## src/rtl/fifo_uart_tx_drain.sv

```systemverilog
// FIFO-draining UART transmitter: pops one word per frame and sends start, data LSB-first, [parity], stop.
// Optional even-parity bit is compiled in with `define FIFO_UART_TX_PARITY_EN.
module fifo_uart_tx_drain #(
  parameter int DATA_WIDTH   = 8,
  parameter int CLKS_PER_BIT = 16
) (
  input  logic                  clk,
  input  logic                  reset,
  input  logic                  enable,
  input  logic                  fifo_empty,
  input  logic                  fifo_wr_en_mon,
  input  logic [DATA_WIDTH-1:0] fifo_d_out,
  output logic                  fifo_rd_en,
  output logic                  tx,
  output logic                  busy,
  output logic                  tx_done
);

  localparam int BAUD_W = (CLKS_PER_BIT > 1) ? $clog2(CLKS_PER_BIT) : 1;
  localparam int BIT_W  = (DATA_WIDTH > 1) ? $clog2(DATA_WIDTH) : 1;
  localparam logic [BAUD_W-1:0] BAUD_LAST = BAUD_W'(CLKS_PER_BIT - 1);
  localparam logic [BIT_W-1:0]  BIT_LAST  = BIT_W'(DATA_WIDTH - 1);

  if (CLKS_PER_BIT < 2) begin : g_bad_clks_per_bit
    $error("fifo_uart_tx_drain: CLKS_PER_BIT must be >= 2");
  end

  typedef enum logic [2:0] {
    IDLE,
    REQ,
    WAIT,
    START,
    DATA,
`ifdef FIFO_UART_TX_PARITY_EN
    PARITY,
`endif
    STOP
  } state_t;

  state_t                state;
  logic [BAUD_W-1:0]     baud;
  logic [BIT_W-1:0]      bit_cnt;
  logic [DATA_WIDTH-1:0] shift_reg;
`ifdef FIFO_UART_TX_PARITY_EN
  logic                  parity_bit;
`endif

  assign fifo_rd_en = (state == REQ);
  assign busy       = (state != IDLE);

  always_ff @(posedge clk or posedge reset) begin
    if (reset) begin
      state      <= IDLE;
      tx         <= 1'b1;
      tx_done    <= 1'b0;
      baud       <= '0;
      bit_cnt    <= '0;
      shift_reg  <= '0;
`ifdef FIFO_UART_TX_PARITY_EN
      parity_bit <= 1'b0;
`endif
    end else begin
      tx_done <= 1'b0;
      unique case (state)
        IDLE: begin
          baud <= '0;
          if (enable && !fifo_empty) state <= REQ;
        end
        // The FIFO drops a read in any cycle it writes, so hold the request until it lands.
        REQ: begin
          baud <= '0;
          if (fifo_empty)           state <= IDLE;
          else if (!fifo_wr_en_mon) state <= WAIT;
        end
        WAIT: begin
          shift_reg  <= fifo_d_out;
`ifdef FIFO_UART_TX_PARITY_EN
          parity_bit <= ^fifo_d_out;
`endif
          tx         <= 1'b0;
          baud       <= '0;
          state      <= START;
        end
        // The next bit is always shift_reg[0]; it is shifted out as it is driven onto tx.
        START: begin
          if (baud == BAUD_LAST) begin
            baud      <= '0;
            bit_cnt   <= '0;
            tx        <= shift_reg[0];
            shift_reg <= shift_reg >> 1;
            state     <= DATA;
          end else begin
            baud <= baud + 1'b1;
          end
        end
        DATA: begin
          if (baud == BAUD_LAST) begin
            baud <= '0;
            if (bit_cnt == BIT_LAST) begin
`ifdef FIFO_UART_TX_PARITY_EN
              tx    <= parity_bit;
              state <= PARITY;
`else
              tx    <= 1'b1;
              state <= STOP;
`endif
            end else begin
              tx        <= shift_reg[0];
              shift_reg <= shift_reg >> 1;
              bit_cnt   <= bit_cnt + 1'b1;
            end
          end else begin
            baud <= baud + 1'b1;
          end
        end
`ifdef FIFO_UART_TX_PARITY_EN
        PARITY: begin
          if (baud == BAUD_LAST) begin
            baud  <= '0;
            tx    <= 1'b1;
            state <= STOP;
          end else begin
            baud <= baud + 1'b1;
          end
        end
`endif
        STOP: begin
          if (baud == BAUD_LAST) begin
            baud    <= '0;
            tx_done <= 1'b1;
            state   <= (enable && !fifo_empty) ? REQ : IDLE;
          end else begin
            baud <= baud + 1'b1;
          end
        end
        default: begin
          tx    <= 1'b1;
          state <= IDLE;
        end
      endcase
    end
  end

endmodule
```

## config.mk

```make
export PLATFORM = sky130hd
export DESIGN_NAME = fifo_uart_tx_drain
export DESIGN_NICKNAME = d
export VERILOG_FILES = /design/src/rtl/fifo_uart_tx_drain.sv
export SDC_FILE = /design/constraint.sdc
export NUM_CORES = 1
export LEC_CHECK = 0
export CAP_MARGIN = 20
export CORE_MARGIN = 1.5
export CORE_UTILIZATION = 40
export CTS_BUF_LIST = sky130_fd_sc_hd__clkbuf_8
export CTS_CLUSTER_DIAMETER = 60
export CTS_CLUSTER_SIZE = 25
export DETAILED_ROUTE_END_ITERATION = 12
export PLACE_DENSITY = 0.61
export SYNTH_ARGS = -nofsm -noshare
export SYNTH_HDL_FRONTEND = slang
export SYNTH_SLANG_ARGS = --single-unit
export TNS_END_PERCENT = 10
```

## constraint.sdc

```tcl
create_clock -name clk -period 2.44 [get_ports clk]
set_input_delay 0.488 -clock clk [delete_from_list [all_inputs] [get_ports clk]]
set_output_delay 0.488 -clock clk [all_outputs]
set_load 0.01 [all_outputs]
```

==> run_summary.xml, run 1 <==
<?xml version="1.0" encoding="UTF-8"?>
<metrics>
  <group name="floorplanning">
    <metric name="ioPinCount" unit="">17</metric>
    <metric name="core" unit="sq mm">0.00283</metric>
    <metric name="chipWidth" unit="microns">58.3</metric>
    <metric name="floorplan.die.height" unit="microns">58.3</metric>
    <metric name="core.rowCount" unit="">19</metric>
    <metric name="starting_utilization_of_the_core_area" unit="%">43.2</metric>
    <metric name="dieArea" unit="sq mm">0.00340</metric>
  </group>
  <group name="clocking">
    <metric name="cts.repair_timing.setup_buffer_count" unit="">0</metric>
    <metric name="cts-resized-gates" unit="">0</metric>
    <metric name="number_of_buffers_inserted_by_hold_repair_at_cts" unit="">0</metric>
    <metric name="root_buffer" unit="">sky130_fd_sc_hd__clkbuf_8</metric>
    <metric name="tritoncts" unit="">built</metric>
    <metric name="h-tree-depth" unit="">1</metric>
    <metric name="clock_buffers_created_by_tritoncts" unit="">3</metric>
    <metric name="clock_sink_count" unit="">20</metric>
    <metric name="clkSlewWorstSetupHoldPaths" unit="ps">70</metric>
    <metric name="cts.path.max_buffers" unit="">2</metric>
    <metric name="worst_skew_pair.late_latency" unit="ps">260</metric>
  </group>
  <group name="critical_path">
    <metric name="criticalPathCategory" unit="">reg2out</metric>
    <metric name="timing.critical_path.to_type" unit="">output port</metric>
    <metric name="cp-start-kind" unit="">flip-flop</metric>
    <metric name="cp.arrival" unit="ps">1740</metric>
    <metric name="cp.required" unit="ps">1950</metric>
    <metric name="critPathMaxFanout" unit="">17</metric>
  </group>
  <group name="timing">
    <metric name="hold_viol" unit="">0</metric>
    <metric name="finalSetupViolCount" unit="">0</metric>
    <metric name="setup_total_negative_slack" unit="ps">0</metric>
    <metric name="grt_setup_unrepaired" unit="">no</metric>
    <metric name="timing.slew.headroom" unit="%">47.5</metric>
    <metric name="worst_slew_pin_slew" unit="ps">786</metric>
    <metric name="fmaxAchievable" unit="MHz">450</metric>
    <metric name="post-route-period-util" unit="%">91.2</metric>
    <metric name="finalClockSkew" unit="ps">3.56</metric>
    <metric name="report.final.slew_viol_count" unit="">0</metric>
    <metric name="period_needed" unit="ps">2220</metric>
    <metric name="final.hold.worst_slack" unit="ps">505</metric>
  </group>
  <group name="route">
    <metric name="drt_drc_violations_left" unit="">0</metric>
    <metric name="wl_per_cell" unit="microns">15.1</metric>
    <metric name="totalWireLength" unit="microns">2590</metric>
    <metric name="violation_count_after_the_first_detailed_route_iteration" unit="">43</metric>
    <metric name="post_drt_via_cell_ratio" unit="">5.92</metric>
    <metric name="vias" unit="">1013</metric>
    <metric name="ant_nets" unit="">0</metric>
    <metric name="length_of_the_first_detailed_routing_pass_in_iterations" unit="">6</metric>
  </group>
  <group name="synth">
    <metric name="synth_cells" unit="">125</metric>
    <metric name="yosysTopAreaCellShare" unit="%">38.9</metric>
    <metric name="post_synth_mux_area_share" unit="%">11.5</metric>
    <metric name="area_share_of_xor_xnor_cells_in_the_synthesized_design" unit="%">0</metric>
    <metric name="synth_compound_area_share" unit="%">19.4</metric>
    <metric name="synthDistinctLibCells" unit="">39</metric>
    <metric name="netlist.top_cell.by_area" unit="">sky130_fd_sc_hd__dfrtp_1</metric>
    <metric name="mappedNetlistNets" unit="">141</metric>
    <metric name="synthSimpleGateAreaFrac" unit="%">20.1</metric>
    <metric name="synth.top_cells.by_area" unit="">sky130_fd_sc_hd__dfrtp_1, sky130_fd_sc_hd__mux2i_1, sky130_fd_sc_hd__o21ai_0, sky130_fd_sc_hd__mux2_2, sky130_fd_sc_hd__mux2_4</metric>
    <metric name="synth.yosys.warnings" unit="">0</metric>
    <metric name="synth-adder-area-share" unit="%">3.07</metric>
    <metric name="syn_avg_cell_area" unit="sq um">9.78</metric>
    <metric name="postSynthRegisterBits" unit="">20</metric>
    <metric name="synth-seq-area-share" unit="%">41.0</metric>
    <metric name="synthesis.area" unit="sq mm">0.00122</metric>
    <metric name="synth_top_family_by_area" unit="">simple AND/OR/NAND/NOR gates</metric>
  </group>
  <group name="global_route">
    <metric name="globalRoute.busiestLayer" unit="">met2</metric>
    <metric name="grt_start_max_net_pins" unit="">22</metric>
    <metric name="use_met3" unit="%">2.01</metric>
    <metric name="grt_first_pass_wirelength" unit="microns">4600</metric>
    <metric name="gr-total-overflow" unit="">0</metric>
    <metric name="met1_usage" unit="%">24.2</metric>
    <metric name="grt_pass1_vias" unit="">1006</metric>
    <metric name="gr_util_all_layers" unit="%">17.9</metric>
    <metric name="grt_antenna_before_repair" unit="">0</metric>
    <metric name="grt.met2_usage" unit="%">28.3</metric>
  </group>
  <group name="final_layout">
    <metric name="largest_register_ff_count" unit="">8</metric>
    <metric name="final_layout_size_suffix_gt1_share" unit="%">13.6</metric>
    <metric name="final_core_utilization" unit="%">51.3</metric>
    <metric name="num_antenna_cells" unit="">0</metric>
    <metric name="nNetsFinal" unit="">157</metric>
    <metric name="flow.area_growth_from_synthesis" unit="%">18.7</metric>
  </group>
  <group name="placement">
    <metric name="place.gp.congestion" unit="">0.783</metric>
    <metric name="detailed_place_hpwl" unit="microns">1850</metric>
    <metric name="port-buffer-count" unit="">16</metric>
  </group>
  <group name="power">
    <metric name="leakage_power" unit="nW">0.643</metric>
    <metric name="max-vdd-ir-drop" unit="mV">0.488</metric>
    <metric name="power.density_cell_area" unit="mW/mm^2">1100</metric>
    <metric name="total_power" unit="mW">1.60</metric>
  </group>
  <group name="status">
    <metric name="outcome" unit="">finished clean</metric>
  </group>
  <group name="min_path">
    <metric name="holdCritPathClass" unit="">reg2reg</metric>
  </group>
  <group name="flow_run">
    <metric name="drv.max_cap_violation_count" unit="">0</metric>
  </group>
</metrics>
## layout by cell type (no fill, tap or decap), types with 2 or more instances in the layout
| cell | n |
|---|---|
| sky130_fd_sc_hd__ha_1 | 3 |
| sky130_fd_sc_hd__a211oi_1 | 2 |
| sky130_fd_sc_hd__nand3_1 | 3 |
| sky130_fd_sc_hd__nor2_1 | 8 |
| sky130_fd_sc_hd__a22o_1 | 2 |
| sky130_fd_sc_hd__mux2i_1 | 5 |
| sky130_fd_sc_hd__o21ai_0 | 10 |
| sky130_fd_sc_hd__a21oi_1 | 6 |
| sky130_fd_sc_hd__nor4b_1 | 2 |
| sky130_fd_sc_hd__dfrtp_1 | 19 |
| sky130_fd_sc_hd__inv_1 | 9 |
| sky130_fd_sc_hd__buf_4 | 2 |
| sky130_fd_sc_hd__a22oi_1 | 2 |
| sky130_fd_sc_hd__nor3b_1 | 6 |
| sky130_fd_sc_hd__a31oi_1 | 2 |
| sky130_fd_sc_hd__mux2_2 | 4 |
| sky130_fd_sc_hd__a31o_2 | 2 |
| sky130_fd_sc_hd__nand2_1 | 6 |
| sky130_fd_sc_hd__nand2b_1 | 4 |
| sky130_fd_sc_hd__clkdlybuf4s50_1 | 16 |
| sky130_fd_sc_hd__clkbuf_8 | 3 |
| sky130_fd_sc_hd__o221ai_1 | 4 |
| sky130_fd_sc_hd__mux2_4 | 3 |
## worst max-delay path: stages (launching register included)
cell,delay (ps)
sky130_fd_sc_hd__dfrtp_1,570
sky130_fd_sc_hd__nor3b_1,320
sky130_fd_sc_hd__clkdlybuf4s50_1,580
## routing by layer
metal,vias to the layer above,share of wire (%)
met5,-,0
met4,0,2.2
met3,5,3.3
met2,26,47
met1,489,47
li1,493,-
## power breakdown
group | switching, mW | leakage (nW) | total, mW | internal, mW
clock | 0.109 | 0.0269 | 0.222 | 0.112
sequential | 0.140 | 0.248 | 0.594 | 0.455
combinational | 0.355 | 0.368 | 0.782 | 0.427
## worst paths after layout
path / start / end / slack, ps / depth (start not counted)
max in group asynchronous: reset / shift_reg[1]$_DFFE_PP0P_ / 1280 / 2
worst max-delay path: state[1]$_DFFE_PP0P_ / fifo_rd_en / 220 / 2
worst min-delay path: bit_cnt[1]$_DFFE_PP0P_ / bit_cnt[1]$_DFFE_PP0P_ / 510 / 1
worst min register to register: bit_cnt[1]$_DFFE_PP0P_ / bit_cnt[1]$_DFFE_PP0P_ / 510 / 1
worst max register to register: state[1]$_DFFE_PP0P_ / shift_reg[5]$_DFFE_PP0P_ / 400 / 4
min in group asynchronous: reset / bit_cnt[2]$_DFFE_PP0P_ / 670 / 2
## final cells by class
class | count | area [sq um]
Fill cell | 271 | 1380
Multi-Input combinational cell | 90 | 661
Sequential cell | 20 | 502
Timing Repair Buffer | 18 | 175
Clock buffer | 3 | 41.3
Tap cell | 31 | 38.8
Inverter | 8 | 30.0
Clock inverter | 1 | 3.75
## through the flow
step / instances / setup slack, ps / area [sq um]
final: 171 / 216 / 1450
after global routing: 171 / 100 / 1450
after global placement: 167 / 470 / 1410
after floorplan: 125 / 682 / 1220
after CTS: 171 / 209 / 1450
after detailed placement: 167 / 419 / 1410
## cell usage after synthesis
| cell | number |
|---|---|
| sky130_fd_sc_hd__dfrtp_1 | 19 |
| sky130_fd_sc_hd__o21ai_0 | 10 |
| sky130_fd_sc_hd__inv_1 | 8 |
| sky130_fd_sc_hd__nor2_1 | 8 |
| sky130_fd_sc_hd__a21oi_1 | 6 |
| sky130_fd_sc_hd__clkbuf_1 | 6 |
| sky130_fd_sc_hd__nand2_1 | 6 |
| sky130_fd_sc_hd__nor3b_1 | 6 |
| sky130_fd_sc_hd__mux2i_1 | 5 |
| sky130_fd_sc_hd__mux2_2 | 4 |
| sky130_fd_sc_hd__nand2b_1 | 4 |
| sky130_fd_sc_hd__o221ai_1 | 4 |
| sky130_fd_sc_hd__ha_1 | 3 |
| sky130_fd_sc_hd__mux2_4 | 3 |
| sky130_fd_sc_hd__nand3_1 | 3 |
| sky130_fd_sc_hd__a211oi_1 | 2 |
| sky130_fd_sc_hd__a22o_1 | 2 |
| sky130_fd_sc_hd__a22oi_1 | 2 |
| sky130_fd_sc_hd__a31o_2 | 2 |
| sky130_fd_sc_hd__a31oi_1 | 2 |
| sky130_fd_sc_hd__nor4b_1 | 2 |
| sky130_fd_sc_hd__a21bo_2 | 1 |
| sky130_fd_sc_hd__a311oi_1 | 1 |
| sky130_fd_sc_hd__a32oi_1 | 1 |
| sky130_fd_sc_hd__and2_4 | 1 |
| sky130_fd_sc_hd__and3_1 | 1 |
| sky130_fd_sc_hd__buf_4 | 1 |
| sky130_fd_sc_hd__dfstp_2 | 1 |
| sky130_fd_sc_hd__nand3b_1 | 1 |
| sky130_fd_sc_hd__nand4_1 | 1 |
| sky130_fd_sc_hd__nand4b_1 | 1 |
| sky130_fd_sc_hd__nor2_2 | 1 |
| sky130_fd_sc_hd__nor3_1 | 1 |
| sky130_fd_sc_hd__nor3_4 | 1 |
| sky130_fd_sc_hd__nor4bb_1 | 1 |
| sky130_fd_sc_hd__o2bb2ai_1 | 1 |
| sky130_fd_sc_hd__o32ai_1 | 1 |
| sky130_fd_sc_hd__or3_1 | 1 |
| sky130_fd_sc_hd__or3b_1 | 1 |
## kinds of logic after synthesis
family                   Yosys count
multiplexers                      12
AO/OA/AOI/OAI                     35
buffers and inverters             15
adder cells (fa/ha/maj)            3
flip-flops                        20
AND/OR/NAND/NOR                   40
Note: power is estimated with default switching activity, not from simulation.
==> run 2: changes to the inputs <==
CORE_MARGIN = default   (was 1.5)
==> run_summary.xml, run 2 (synthesis results as in run 1) <==
<?xml version="1.0" encoding="UTF-8"?>
<metrics>
  <group name="clocking">
    <metric name="worst_skew_pair.late_latency" unit="ps">260</metric>
    <metric name="cts.repair_timing.setup_buffer_count" unit="">0</metric>
    <metric name="tritoncts" unit="">built</metric>
    <metric name="clock_buffers_created_by_tritoncts" unit="">3</metric>
    <metric name="clkSlewWorstSetupHoldPaths" unit="ps">70</metric>
    <metric name="cts-resized-gates" unit="">0</metric>
    <metric name="h-tree-depth" unit="">1</metric>
    <metric name="cts.path.max_buffers" unit="">2</metric>
    <metric name="number_of_buffers_inserted_by_hold_repair_at_cts" unit="">0</metric>
    <metric name="clock_sink_count" unit="">20</metric>
    <metric name="root_buffer" unit="">sky130_fd_sc_hd__clkbuf_8</metric>
  </group>
  <group name="critical_path">
    <metric name="timing.rr.end" unit="">shift_reg[5]$_DFFE_PP0P_</metric>
    <metric name="timing.critical_path.slowest_stage_cell" unit="">sky130_fd_sc_hd__clkdlybuf4s50_1</metric>
    <metric name="r2r_slack" unit="ps">390</metric>
    <metric name="critical_path.cell_chain" unit="">nor3b_1, clkdlybuf4s50_1</metric>
    <metric name="cell_count_of_the_worst_reg_to_reg_path" unit="">4</metric>
    <metric name="critPathMaxFanout" unit="">17</metric>
    <metric name="cp.required" unit="ps">1950</metric>
    <metric name="timing.critical_path.to_type" unit="">output port</metric>
    <metric name="cp.arrival" unit="ps">1720</metric>
    <metric name="worstPathBufferInverterCount" unit="">1</metric>
    <metric name="criticalPathCategory" unit="">reg2out</metric>
    <metric name="gate_family_responsible_for_the_most_delay_along_the_worst_path" unit="">buffers and inverters</metric>
    <metric name="worstReg2RegStart" unit="">state[2]$_DFFE_PP0P_</metric>
    <metric name="max_stage_delay" unit="ps">590</metric>
    <metric name="cp-start-kind" unit="">flip-flop</metric>
  </group>
  <group name="placement">
    <metric name="detailed_place_hpwl" unit="microns">1830</metric>
    <metric name="place.gp.congestion" unit="">0.754</metric>
    <metric name="port-buffer-count" unit="">16</metric>
  </group>
  <group name="power">
    <metric name="max-vdd-ir-drop" unit="mV">0.619</metric>
    <metric name="power.internal" unit="mW">0.994</metric>
    <metric name="total_power" unit="mW">1.60</metric>
    <metric name="share_seq_of_total_power" unit="%">37.4</metric>
    <metric name="power.switching" unit="mW">0.601</metric>
    <metric name="sw_frac_of_total" unit="%">37.7</metric>
    <metric name="combPwrFrac" unit="%">49.0</metric>
    <metric name="power_frac_clock" unit="%">13.6</metric>
    <metric name="leakage_power" unit="nW">0.643</metric>
    <metric name="power.density_cell_area" unit="mW/mm^2">1100</metric>
  </group>
  <group name="final_layout">
    <metric name="layout_common_cells" unit="">sky130_fd_sc_hd__dfrtp_1, sky130_fd_sc_hd__clkdlybuf4s50_1, sky130_fd_sc_hd__o21ai_0, sky130_fd_sc_hd__inv_1, sky130_fd_sc_hd__nor2_1</metric>
    <metric name="most_frequent_standard_cell_in_the_layout_excluding_fill_and_tap_cells" unit="">sky130_fd_sc_hd__dfrtp_1</metric>
    <metric name="final_core_utilization" unit="%">51.3</metric>
    <metric name="final_layout_size_suffix_gt1_share" unit="%">13.6</metric>
    <metric name="num_antenna_cells" unit="">0</metric>
    <metric name="nNetsFinal" unit="">157</metric>
    <metric name="flow.area_growth_from_synthesis" unit="%">18.7</metric>
    <metric name="largest_register_ff_count" unit="">8</metric>
  </group>
  <group name="route">
    <metric name="vias" unit="">994</metric>
    <metric name="length_of_the_first_detailed_routing_pass_in_iterations" unit="">8</metric>
    <metric name="drt_drc_violations_left" unit="">2</metric>
    <metric name="post_drt_via_cell_ratio" unit="">5.81</metric>
    <metric name="wl_per_cell" unit="microns">14.8</metric>
    <metric name="violation_count_after_the_first_detailed_route_iteration" unit="">28</metric>
    <metric name="totalWireLength" unit="microns">2530</metric>
    <metric name="ant_nets" unit="">0</metric>
  </group>
  <group name="timing">
    <metric name="post-route-period-util" unit="%">90.6</metric>
    <metric name="hold_viol" unit="">0</metric>
    <metric name="finalSetupViolCount" unit="">0</metric>
    <metric name="finalClockSkew" unit="ps">4.53</metric>
    <metric name="setup_total_negative_slack" unit="ps">0</metric>
    <metric name="final.hold.worst_slack" unit="ps">511</metric>
    <metric name="report.final.slew_viol_count" unit="">0</metric>
    <metric name="period_needed" unit="ps">2210</metric>
    <metric name="fmaxAchievable" unit="MHz">453</metric>
    <metric name="grt_setup_unrepaired" unit="">no</metric>
    <metric name="timing.slew.headroom" unit="%">50.0</metric>
    <metric name="worst_slew_pin_slew" unit="ps">749</metric>
  </group>
  <group name="min_path">
    <metric name="worstHoldPathCells" unit="">1</metric>
    <metric name="whs_endpoint" unit="">bit_cnt[2]$_DFFE_PP0P_</metric>
    <metric name="timing.hold.worst.start" unit="">bit_cnt[2]$_DFFE_PP0P_</metric>
    <metric name="holdCritPathClass" unit="">reg2reg</metric>
  </group>
  <group name="global_route">
    <metric name="gr_util_all_layers" unit="%">17.2</metric>
    <metric name="grt_start_max_net_pins" unit="">21</metric>
    <metric name="gr-total-overflow" unit="">0</metric>
    <metric name="grt_pass1_vias" unit="">964</metric>
    <metric name="grt_first_pass_wirelength" unit="microns">4280</metric>
    <metric name="grt_antenna_before_repair" unit="">0</metric>
  </group>
  <group name="floorplanning">
    <metric name="ioPinCount" unit="">17</metric>
    <metric name="core" unit="sq mm">0.00283</metric>
    <metric name="floorplan.die.height" unit="microns">57.3</metric>
    <metric name="chipWidth" unit="microns">57.3</metric>
    <metric name="starting_utilization_of_the_core_area" unit="%">43.2</metric>
    <metric name="dieArea" unit="sq mm">0.00328</metric>
    <metric name="core.rowCount" unit="">19</metric>
  </group>
  <group name="flow_run">
    <metric name="drv.max_cap_violation_count" unit="">0</metric>
  </group>
  <group name="status">
    <metric name="outcome" unit="">complete, but fails checks</metric>
    <metric name="violations" unit="">design-rule violations</metric>
  </group>
</metrics>
## run 2: worst max path at each step
| stage | startpoint | end | slack, ps | cells past startpoint |
|---|---|---|---|---|
| 2_1_floorplan | baud[0]$_DFFE_PP0P_ | shift_reg[3]$_DFFE_PP0P_ | 680 | 5 |
| 5_1_grt | state[1]$_DFFE_PP0P_ | fifo_rd_en | 110 | 2 |
| 3_3_place_gp | state[2]$_DFFE_PP0P_ | shift_reg[5]$_DFFE_PP0P_ | 440 | 4 |
| 3_5_place_dp | state[2]$_DFFE_PP0P_ | shift_reg[5]$_DFFE_PP0P_ | 400 | 4 |
| 4_1_cts | state[1]$_DFFE_PP0P_ | busy | 230 | 2 |
| 6_report | state[1]$_DFFE_PP0P_ | fifo_rd_en | 230 | 2 |
## run 2: worst register-to-register path, cell delays in order (launching register included)
cell and delay [ps]:
sky130_fd_sc_hd__dfrtp_1 630, sky130_fd_sc_hd__or3b_1 550, sky130_fd_sc_hd__and2_4 220, sky130_fd_sc_hd__mux2_4 290
sky130_fd_sc_hd__mux2_2 250
## run 2: power by group through the flow
| stage | registers [mW] | clock network, mW | logic, mW |
|---|---|---|---|
| floorplan | 0.546 | 0 | 0.642 |
| global placement | 0.598 | 0 | 0.769 |
| detailed placement | 0.602 | 0 | 0.782 |
| CTS | 0.594 | 0.224 | 0.786 |
| global route | 0.619 | 0.239 | 0.882 |
| finish | 0.596 | 0.217 | 0.782 |
## run 2: final cells by class
cell class,instances,area [sq um]
clock buffers,3,41.3
clock inverters,1,3.75
multi-input cells,90,661
flip-flops and latches,20,502
inverters,8,30.0
repair buffers,18,175
well taps,31,38.8
fillers,267,1380
## run 2: metal layers
metal,global-route usage (%),part of all wire [%]
met3,2.95,3.1
met1,23.4,51
met5,0,0
met4,8.71,1.5
met2,26.6,45
## run 2: through the flow
| step | cells | setup slack [ps] | instance area (sq um) |
|---|---|---|---|
| floorplan | 125 | 682 | 1220 |
| global placement | 167 | 443 | 1410 |
| detailed placement | 167 | 404 | 1410 |
| CTS | 171 | 233 | 1450 |
| global route | 171 | 112 | 1450 |
| finish | 171 | 230 | 1450 |
